**config.mk**
```make
export PLATFORM = sky130hd
export DESIGN_NAME = alu_arbiter
export DESIGN_NICKNAME = d
export VERILOG_FILES = /design/src/rtl/alu_arbiter.sv
export SDC_FILE = /design/constraint.sdc
export NUM_CORES = 1
export LEC_CHECK = 0
export BUFFER_PORTS_ARGS = -buffer_cell sky130_fd_sc_hd__buf_2
export CAP_MARGIN = 40
export CORE_AREA = 2 2 98 62
export DETAILED_ROUTE_END_ITERATION = 10
export DIE_AREA = 0 0 100 64
export PLACE_DENSITY_LB_ADDON = 0.25
export SYNTH_ARGS = -nofsm -noshare
export SYNTH_HDL_FRONTEND = slang
export SYNTH_SLANG_ARGS = --single-unit
```
**constraint.sdc**
```tcl
create_clock -name clk -period 1.29 [get_ports clk]
set_input_delay 0.0645 -clock clk [delete_from_list [all_inputs] [get_ports clk]]
set_output_delay 0.0645 -clock clk [all_outputs]
set_load 0.02 [all_outputs]
```
**src/rtl/alu_arbiter.sv**
```systemverilog
// Round-robin arbiter that time-shares one registered 8-bit ALU between NUM_REQ
// requesters, one operation in flight, result returned tagged with the requester id.
`timescale 1ns/1ps

package alu_arbiter_pkg;
  typedef enum logic [2:0] {
    ADD = 3'd0,
    SUB = 3'd1,
    AND = 3'd2,
    OR  = 3'd3,
    XOR = 3'd4,
    NOT = 3'd5,
    SHL = 3'd6,
    SHR = 3'd7
  } opcode_t;
endpackage

module alu_arbiter
  import alu_arbiter_pkg::*;
#(
  parameter int NUM_REQ     = 2,
  parameter int ALU_LATENCY = 1,
  localparam int IDW        = $clog2(NUM_REQ)
) (
  input  logic                   clk,
  input  logic                   rst_n,
  input  logic [NUM_REQ-1:0]     req_valid,
  output logic [NUM_REQ-1:0]     req_ready,
  input  logic [NUM_REQ*8-1:0]   req_a,
  input  logic [NUM_REQ*8-1:0]   req_b,
  input  opcode_t                req_op [NUM_REQ],
  output logic                   rsp_valid,
  input  logic                   rsp_ready,
  output logic [IDW-1:0]         rsp_id,
  output logic [7:0]             rsp_data,
  output logic                   rsp_zero,
  output logic [7:0]             alu_a,
  output logic [7:0]             alu_b,
  output opcode_t                alu_opcode,
  input  logic [7:0]             alu_out,
  input  logic                   alu_zero,
  output logic [1:0]             state_dbg
);

  localparam int CW = $clog2(ALU_LATENCY + 2);

  typedef enum logic [1:0] {
    S_IDLE = 2'd0,
    S_EXEC = 2'd1,
    S_RESP = 2'd2
  } state_t;

  state_t         state, state_nxt;
  logic [IDW-1:0] last_grant;
  logic [IDW-1:0] grant;
  logic           grant_found;
  logic [CW-1:0]  cnt;
  logic           accept;
  logic           cnt_done;

  // Handshakes: a transfer happens on the rising edge where valid and ready are
  // both high; req_ready is only offered in IDLE, rsp_valid is high exactly in RESP.
  always_comb begin
    int idx;
    idx         = 0;
    grant       = '0;
    grant_found = 1'b0;
    for (int i = 1; i <= NUM_REQ; i++) begin
      idx = (int'(last_grant) + i) % NUM_REQ;
      if (!grant_found && req_valid[IDW'(idx)]) begin
        grant       = IDW'(idx);
        grant_found = 1'b1;
      end
    end
  end

  assign accept    = (state == S_IDLE) && grant_found;
  assign cnt_done  = (cnt == CW'(ALU_LATENCY));
  assign rsp_valid = (state == S_RESP);
  assign state_dbg = state;

  always_comb begin
    req_ready = '0;
    if (accept) req_ready[grant] = 1'b1;
  end

  always_comb begin
    state_nxt = state;
    case (state)
      S_IDLE:  if (accept)    state_nxt = S_EXEC;
      S_EXEC:  if (cnt_done)  state_nxt = S_RESP;
      S_RESP:  if (rsp_ready) state_nxt = S_IDLE;
      default:                state_nxt = S_IDLE;
    endcase
  end

  always_ff @(posedge clk or negedge rst_n) begin
    if (!rst_n) state <= S_IDLE;
    else        state <= state_nxt;
  end

  // Operands stay on the ALU pins for the whole EXEC window; the result is
  // sampled once the ALU has had ALU_LATENCY edges to produce it.
  always_ff @(posedge clk or negedge rst_n) begin
    if (!rst_n) begin
      alu_a      <= '0;
      alu_b      <= '0;
      alu_opcode <= ADD;
      rsp_id     <= '0;
      rsp_data   <= '0;
      rsp_zero   <= 1'b0;
      last_grant <= IDW'(NUM_REQ - 1);
      cnt        <= '0;
    end else begin
      if (accept) begin
        alu_a      <= req_a[{grant, 3'b000} +: 8];
        alu_b      <= req_b[{grant, 3'b000} +: 8];
        alu_opcode <= req_op[grant];
        rsp_id     <= grant;
        last_grant <= grant;
        cnt        <= '0;
      end else if (state == S_EXEC) begin
        cnt <= cnt + 1'b1;
        if (cnt_done) begin
          rsp_data <= alu_out;
          rsp_zero <= alu_zero;
        end
      end
    end
  end

endmodule

```
==> metrics.md, run 1 <==
| Metric | Value |
|---|---|
| Status | `finished, violations left` |
| Failing checks | `setup timing` |
| Vias in the first global route | `1205` |
| Sw power | `2260 uW` |
| Switching share of power | `36.2%` |
| Detail Route Antenna Nets | `0` |
| PD cells | `2510 mW/mm^2` |
| Via count | `1214` |
| Mux cell area share after synthesis | `35.2%` |
| Slew HR | `74.2%` |
| Yosys cell types | `18` |
| First-pass GRT wire length | `5.75 mm` |
| Yosys warns | `0` |
| Startpoint Class | `register` |
| # rows | `21` |
| DR iter-0 viols | `33` |
| DRC | `0` |
| Syn nets | `157` |
| # nets final | `263` |
| GR Util met2 | `17.1%` |
| Pin count of the biggest net entering global routing | `20` |
| # IOs | `86` |
| Final Power | `6250 uW` |
| Post-synthesis sequential area ratio | `52.9%` |
| Clock share of power | `11.6%` |
| Post-route minimum period | `1440 ps` |
| Antenna violations before repair | `0` |
| Grt peak-use layer | `met2` |
| Fin cells | `280` |
| Die area | `0.00640 sq mm` |
| Routed WL | `3.60 mm` |
| Met3 global-route usage | `4.60%` |
| Drt via density | `4.34` |
| Sink Count | `34` |
| Clock skew | `4.73 ps` |
| First drt pass iteration count | `4` |
| Core box area | `0.00547 sq mm` |
| Synth area leader | `dfrtp_1` |
| Sequential share of power | `31.0%` |
| Clock transition at path regs | `70 ps` |
| Longest Clk Path Bufs | `2` |
| Routed len/inst | `12.9 um` |
| Dominant cells by area after synthesis | `dfrtp_1, mux2_2, mux2_4, buf_6, dfstp_2` |
| Grt total ovfl | `0` |
| Largest family of logic cells by synthesized area | `multiplexers` |
| Synthesized instance count | `104` |
| Worst-skew pair later-pin latency | `270 ps` |
| Fin crit share | `111%` |
| Share of cells above drive strength 1 | `75.4%` |
| Critical path fanouts, max | `12` |
| Peak VDD IR | `1.12 mV` |
| H-tree level count | `2` |
| Synth Area in Compound Gates | `2.48%` |
| Synth Area in XOR/XNOR | `0.543%` |
| Hold Fails Final Rpt | `0` |
| Worst setup margin | `-147 ps` |
| Die W | `100 um` |
| GPL Wtd Cong | `0.662` |
| # diodes | `0` |
| Fmax | `696 MHz` |
| Number of port buffers | `84` |
| CTS buffer count | `5` |
| Synth Register Bits | `34` |
| Met1 GRT Util | `15.8%` |
| Max cap viols | `0` |
| Synth Area in Adders | `0.776%` |
| All-Layer GR Usage | `11.6%` |
| WP data required | `1450 ps` |
| RSZ-0062 raised after global routing | `true` |
| Synth Area in Simple Gates | `3.96%` |
| Layout area overhead | `54.4%` |
| Worst Hold Class | `in2reg` |
| Pint | `3990 uW` |
| Worst setup EP type | `register` |
| Max Transition Viols Final | `0` |
| Die Y | `64 um` |
| Mapped Area | `0.00161 sq mm` |
| LEAKAGE | `0.00130 uW` |
| Mean Syn Cell Area | `15.5 sq um` |
| Initial core utilization | `29.5%` |
| Tightest Pin Transition | `387 ps` |
| Critical path class | `reg2reg` |
| Fillers | `514` |
| Dpl hpwl | `2.46 mm` |
| Comb pwr share | `57.3%` |
| Final setup viols | `31` |
| Root Buffer | `clkbuf_8` |
| CTS tree | `done` |
| Area share of the largest cell type after synthesis | `51.2%` |
| WP data arrival | `1600 ps` |
| Placed cells | `262` |
[power groups by stage]
stage                     Combinational [uW]  Clock [uW]  Sequential, uW
after global placement                  3100           0            1930
final                                   3580         728            1940
after floorplan                         1490           0            2580
after global routing                    3820         814            2010
after detailed placement                3130           0            1930
after CTS                               3510         771            1940
[cell usage after synthesis]
master	instances
nor3b_4	1
mux2_4	10
or2b_1	1
mux2_2	37
inv_1	3
nor3b_1	2
a21oi_1	1
dfrtp_1	33
o21ai_0	1
ha_1	1
xor2_1	1
dfstp_2	1
o21bai_1	2
nand3b_1	1
a21o_1	2
buf_6	5
and2_1	1
nor4b_1	1
[cells by family after synthesis]
family                   count (synthesis)
AO/OA/AOI/OAI                            6
XOR/XNOR                                 1
adder cells (fa/ha/maj)                  1
buffers and inverters                    8
flip-flops                              34
multiplexers                            47
AND/OR/NAND/NOR                          7
[flip-flops by register name, summed over array words and instances, names as in the netlist]
register,flops
rsp_data,8
cnt,2
alu_b,8
rsp_zero,1
alu_a,8
rsp_id,1
alu_opcode,3
last_grant,1
state_dbg,2
[cell usage in the layout, fill, tap and decap left out, types with 2 or more instances in the layout]
cell / instances
nor3b_1: 2
inv_1: 3
buf_4: 10
buf_12: 3
a21o_1: 2
buf_2: 81
mux2_2: 11
mux2_4: 36
dlygate4sd3_1: 3
o21bai_1: 2
clkbuf_1: 3
dfrtp_1: 31
dfrtp_2: 2
buf_6: 7
clkbuf_8: 5
[area by class of cell]
class	instances	area (sq um)	area share [%]
Clock buffer	8	80.1	3.22
Inverter	3	11.3	0.452
Multi-Input combinational cell	62	807	32.4
Sequential cell	34	855	34.3
Tap cell	69	86.3	3.47
Timing Repair Buffer	104	649	26.1
[per-stage QoR]
step	worst slack [ps]	hold slack (ps)	util (%)	instance area (sq um)	setup TNS [ps]
after floorplan	-109	-231	-	1630	-1790
after global placement	-126	12.7	40.2	2190	-2210
after detailed placement	-144	9.52	40.2	2190	-2500
after CTS	-161	3.76	44.6	2440	-3070
after global routing	-204	3.78	45.5	2490	-4380
final	-147	16.0	45.5	2490	-2830
[final timing paths]
| check | to | slack, ps | depth (start not counted) | from |
|---|---|---|---|---|
| worst max-delay path | alu_b[3]$_DFFE_PN0P_ | -150 | 3 | last_grant$_DFFE_PN1P_ |
| worst min-delay path | rsp_zero$_DFFE_PN0P_ | 20 | 2 | alu_zero |
| worst max register to register | alu_b[3]$_DFFE_PN0P_ | -150 | 3 | last_grant$_DFFE_PN1P_ |
| worst min register to register | alu_b[0]$_DFFE_PN0P_ | 500 | 1 | alu_b[0]$_DFFE_PN0P_ |
| max in group asynchronous | last_grant$_DFFE_PN1P_ | 540 | 3 | rst_n |
| min in group asynchronous | alu_a[4]$_DFFE_PN0P_ | 250 | 2 | rst_n |
[timing repair]
action,4_1_cts,5_1_grt
endpoints found under the setup margin,31,31
buffers inserted,4,3
cloned,0,0
hold buffers,2,1
gates resized for setup,29,6
endpoints found under the hold margin,16,1
pin swaps,1,2
[routing by layer]
layer  vias to the layer above  wire length, um
li1                        577                -
met1                       577             1780
met2                        58             1510
met3                         2              310
met4                         0                4
met5                         -                0
[critical path: stages, from the launching register on]
cell	delay (ps)
dfstp_2	580
buf_12	160
mux2_2	330
mux2_2	250
Power figures use the tool's default switching activity.
==> run 2, diff against run 1 <==
--- a/config.mk
+++ b/config.mk
@@ -10,6 +10,7 @@
 export CORE_AREA = 2 2 98 62
 export DETAILED_ROUTE_END_ITERATION = 10
 export DIE_AREA = 0 0 100 64
+export MAX_ROUTING_LAYER = met4
 export PLACE_DENSITY_LB_ADDON = 0.25
 export SYNTH_ARGS = -nofsm -noshare
 export SYNTH_HDL_FRONTEND = slang
==> run 2 against run 1 <==
The flow still finishes with violations (setup timing). Via count fell by 0.25%. Combinational power barely moved. Register-to-register slack hardly changed. Critical endpoint is now alu_a[0]$_DFFE_PN0P_. Worst setup slack got worse by 1.4 ps.
==> metrics.md, run 2 (same netlist as run 1, synthesis figures left out) <==
| Metric | Value |
|---|---|
| Worst R2R End | `alu_a[0]$_DFFE_PN0P_ (was alu_b[3]$_DFFE_PN0P_)` |
| WHS Path Cells | `2 (unchanged)` |
| Worst Min Path Start | `alu_zero (unchanged)` |
| Post-route minimum period | `1440 ps (about the same)` |
| Final Power | `6250 uW (about the same)` |
| Max cap viols | `0 (unchanged)` |
| Die Y | `64 um (unchanged)` |
| Worst setup EP type | `register (unchanged)` |
| Via count | `1211 (was 1214)` |
| Die area | `0.00640 sq mm (unchanged)` |
| Dpl hpwl | `2.46 mm (unchanged)` |
| LEAKAGE | `0.00130 uW (unchanged)` |
| Share of cells above drive strength 1 | `75.4% (unchanged)` |
| Clock skew | `4.76 ps (was 4.73 ps)` |
| Slew HR | `74.2% (about the same)` |
| # rows | `21 (unchanged)` |
| Hold Fails Final Rpt | `0 (unchanged)` |
| Placed cells | `262 (unchanged)` |
| Failing checks | `setup timing (unchanged)` |
| Fillers | `514 (unchanged)` |
| Critical path class | `reg2reg (unchanged)` |
| Reg2reg start | `last_grant$_DFFE_PN1P_ (unchanged)` |
| DRC | `0 (unchanged)` |
| Routed WL | `3.60 mm (about the same)` |
| Root Buffer | `clkbuf_8 (unchanged)` |
| Critical path fanouts, max | `12 (unchanged)` |
| Core box area | `0.00547 sq mm (unchanged)` |
| Leading cell type in the layout, fill and taps excluded | `buf_2 (unchanged)` |
| Max Transition Viols Final | `0 (unchanged)` |
| Worst Hold End | `rsp_zero$_DFFE_PN0P_ (unchanged)` |
| Status | `finished, violations left (unchanged)` |
| Commonest non-fill, non-tap cells in the layout | `buf_2, mux2_4, dfrtp_1, mux2_2, buf_4 (unchanged)` |
| Worst-skew pair later-pin latency | `270 ps (about the same)` |
| Grt total ovfl | `0 (unchanged)` |
| Final setup viols | `31 (unchanged)` |
| FF-to-FF path depth | `3 (unchanged)` |
| Worst reg2reg setup slack | `-150 ps (about the same)` |
| Drt via density | `4.33 (was 4.34)` |
| Worst slack, placed | `-144 ps (unchanged)` |
| CTS tree | `done (unchanged)` |
| Antenna violations before repair | `0 (unchanged)` |
| RSZ-0062 raised after global routing | `true (unchanged)` |
| Fin crit share | `112% (was 111%)` |
| Initial core utilization | `29.5% (unchanged)` |
| Vias in the first global route | `1205 (unchanged)` |
| Longest Clk Path Bufs | `2 (unchanged)` |
| Number of port buffers | `84 (unchanged)` |
| Fin cells | `280 (unchanged)` |
| Startpoint Class | `register (unchanged)` |
| First drt pass iteration count | `4 (unchanged)` |
| Clock transition at path regs | `60 ps (was 70 ps)` |
| # IOs | `86 (unchanged)` |
| WP data arrival | `1600 ps (about the same)` |
| Detail Route Antenna Nets | `0 (unchanged)` |
| Die W | `100 um (unchanged)` |
| GPL Wtd Cong | `0.668 (was 0.662)` |
| # diodes | `0 (unchanged)` |
| Worst setup margin | `-148 ps (was -147 ps)` |
| Biggest regs | `alu_a x8, alu_b x8, rsp_data x8 (unchanged)` |
| WP data required | `1450 ps (about the same)` |
| Tightest Pin Transition | `387 ps (about the same)` |
| All-Layer GR Usage | `11.9% (was 11.6%)` |
| Sink Count | `34 (unchanged)` |
| PD cells | `2510 mW/mm^2 (about the same)` |
| Layout area overhead | `54.4% (unchanged)` |
| Fmax | `695 MHz (was 696 MHz)` |
| Pin count of the biggest net entering global routing | `20 (unchanged)` |
| Worst Hold Class | `in2reg (unchanged)` |
| First-pass GRT wire length | `5.75 mm (unchanged)` |
| CTS buffer count | `5 (unchanged)` |
| DR iter-0 viols | `33 (unchanged)` |
| Peak VDD IR | `1.12 mV (about the same)` |
| H-tree level count | `2 (unchanged)` |
| Routed len/inst | `12.9 um (about the same)` |
| # nets final | `263 (unchanged)` |
==> run 2: cell type report <==
cell class	count	area [sq um]	area share, %
Clock buffer	8	80.1	3.22
Multi-Input combinational cell	62	807	32.4
Tap cell	69	86.3	3.47
Inverter	3	11.3	0.452
Sequential cell	34	855	34.3
Timing Repair Buffer	104	649	26.1
==> run 2: what timing repair did <==
item	CTS	global route
setup endpoints to repair	31	31
hold buffers	2	1
gates resized for setup	29	6
hold endpoints to repair	16	1
pin swaps	1	2
buffers inserted	4	3
==> run 2: per-layer routing <==
layer,vias to the layer above,track usage (%),wire length (um)
met5,-,-,0
met4,0,3.08,0
met3,0,4.05,285
met2,58,17.1,1510
met1,577,16.1,1800
li1,576,-,-
==> run 2: stage by stage <==
step | instance area (sq um) | util, % | TNS [ps] | hold slack, ps
floorplan | 1630 | - | -1790 | -231
global placement | 2190 | 40.2 | -2210 | 12.7
detailed placement | 2190 | 40.2 | -2500 | 9.52
CTS | 2440 | 44.6 | -3070 | 3.76
global route | 2490 | 45.5 | -4380 | 3.78
finish | 2490 | 45.5 | -2840 | 16.4
==> run 2: worst max path at each step <==
| stage | start | to | slack [ps] | cells past startpoint |
|---|---|---|---|---|
| after floorplan | state_dbg[0]$_DFFE_PN0P_ | alu_a[1]$_DFFE_PN0P_ | -110 | 3 |
| after global placement | last_grant$_DFFE_PN1P_ | alu_a[3]$_DFFE_PN0P_ | -130 | 3 |
| after detailed placement | last_grant$_DFFE_PN1P_ | alu_b[7]$_DFFE_PN0P_ | -140 | 3 |
| after CTS | last_grant$_DFFE_PN1P_ | alu_b[2]$_DFFE_PN0P_ | -160 | 3 |
| after global routing | last_grant$_DFFE_PN1P_ | alu_b[4]$_DFFE_PN0P_ | -200 | 3 |
| final | last_grant$_DFFE_PN1P_ | alu_a[0]$_DFFE_PN0P_ | -150 | 3 |
==> run 2: power breakdown <==
part	total, uW	internal (uW)	switching (uW)
clock	727	383	344
sequential	1940	1630	304
combinational	3590	1970	1610
total	6250	3990	2260
==> run 2: critical path: stages, from the launching register on <==
cell and delay, ps:
dfstp_2 580, buf_12 160, mux2_2 330, mux2_2 260
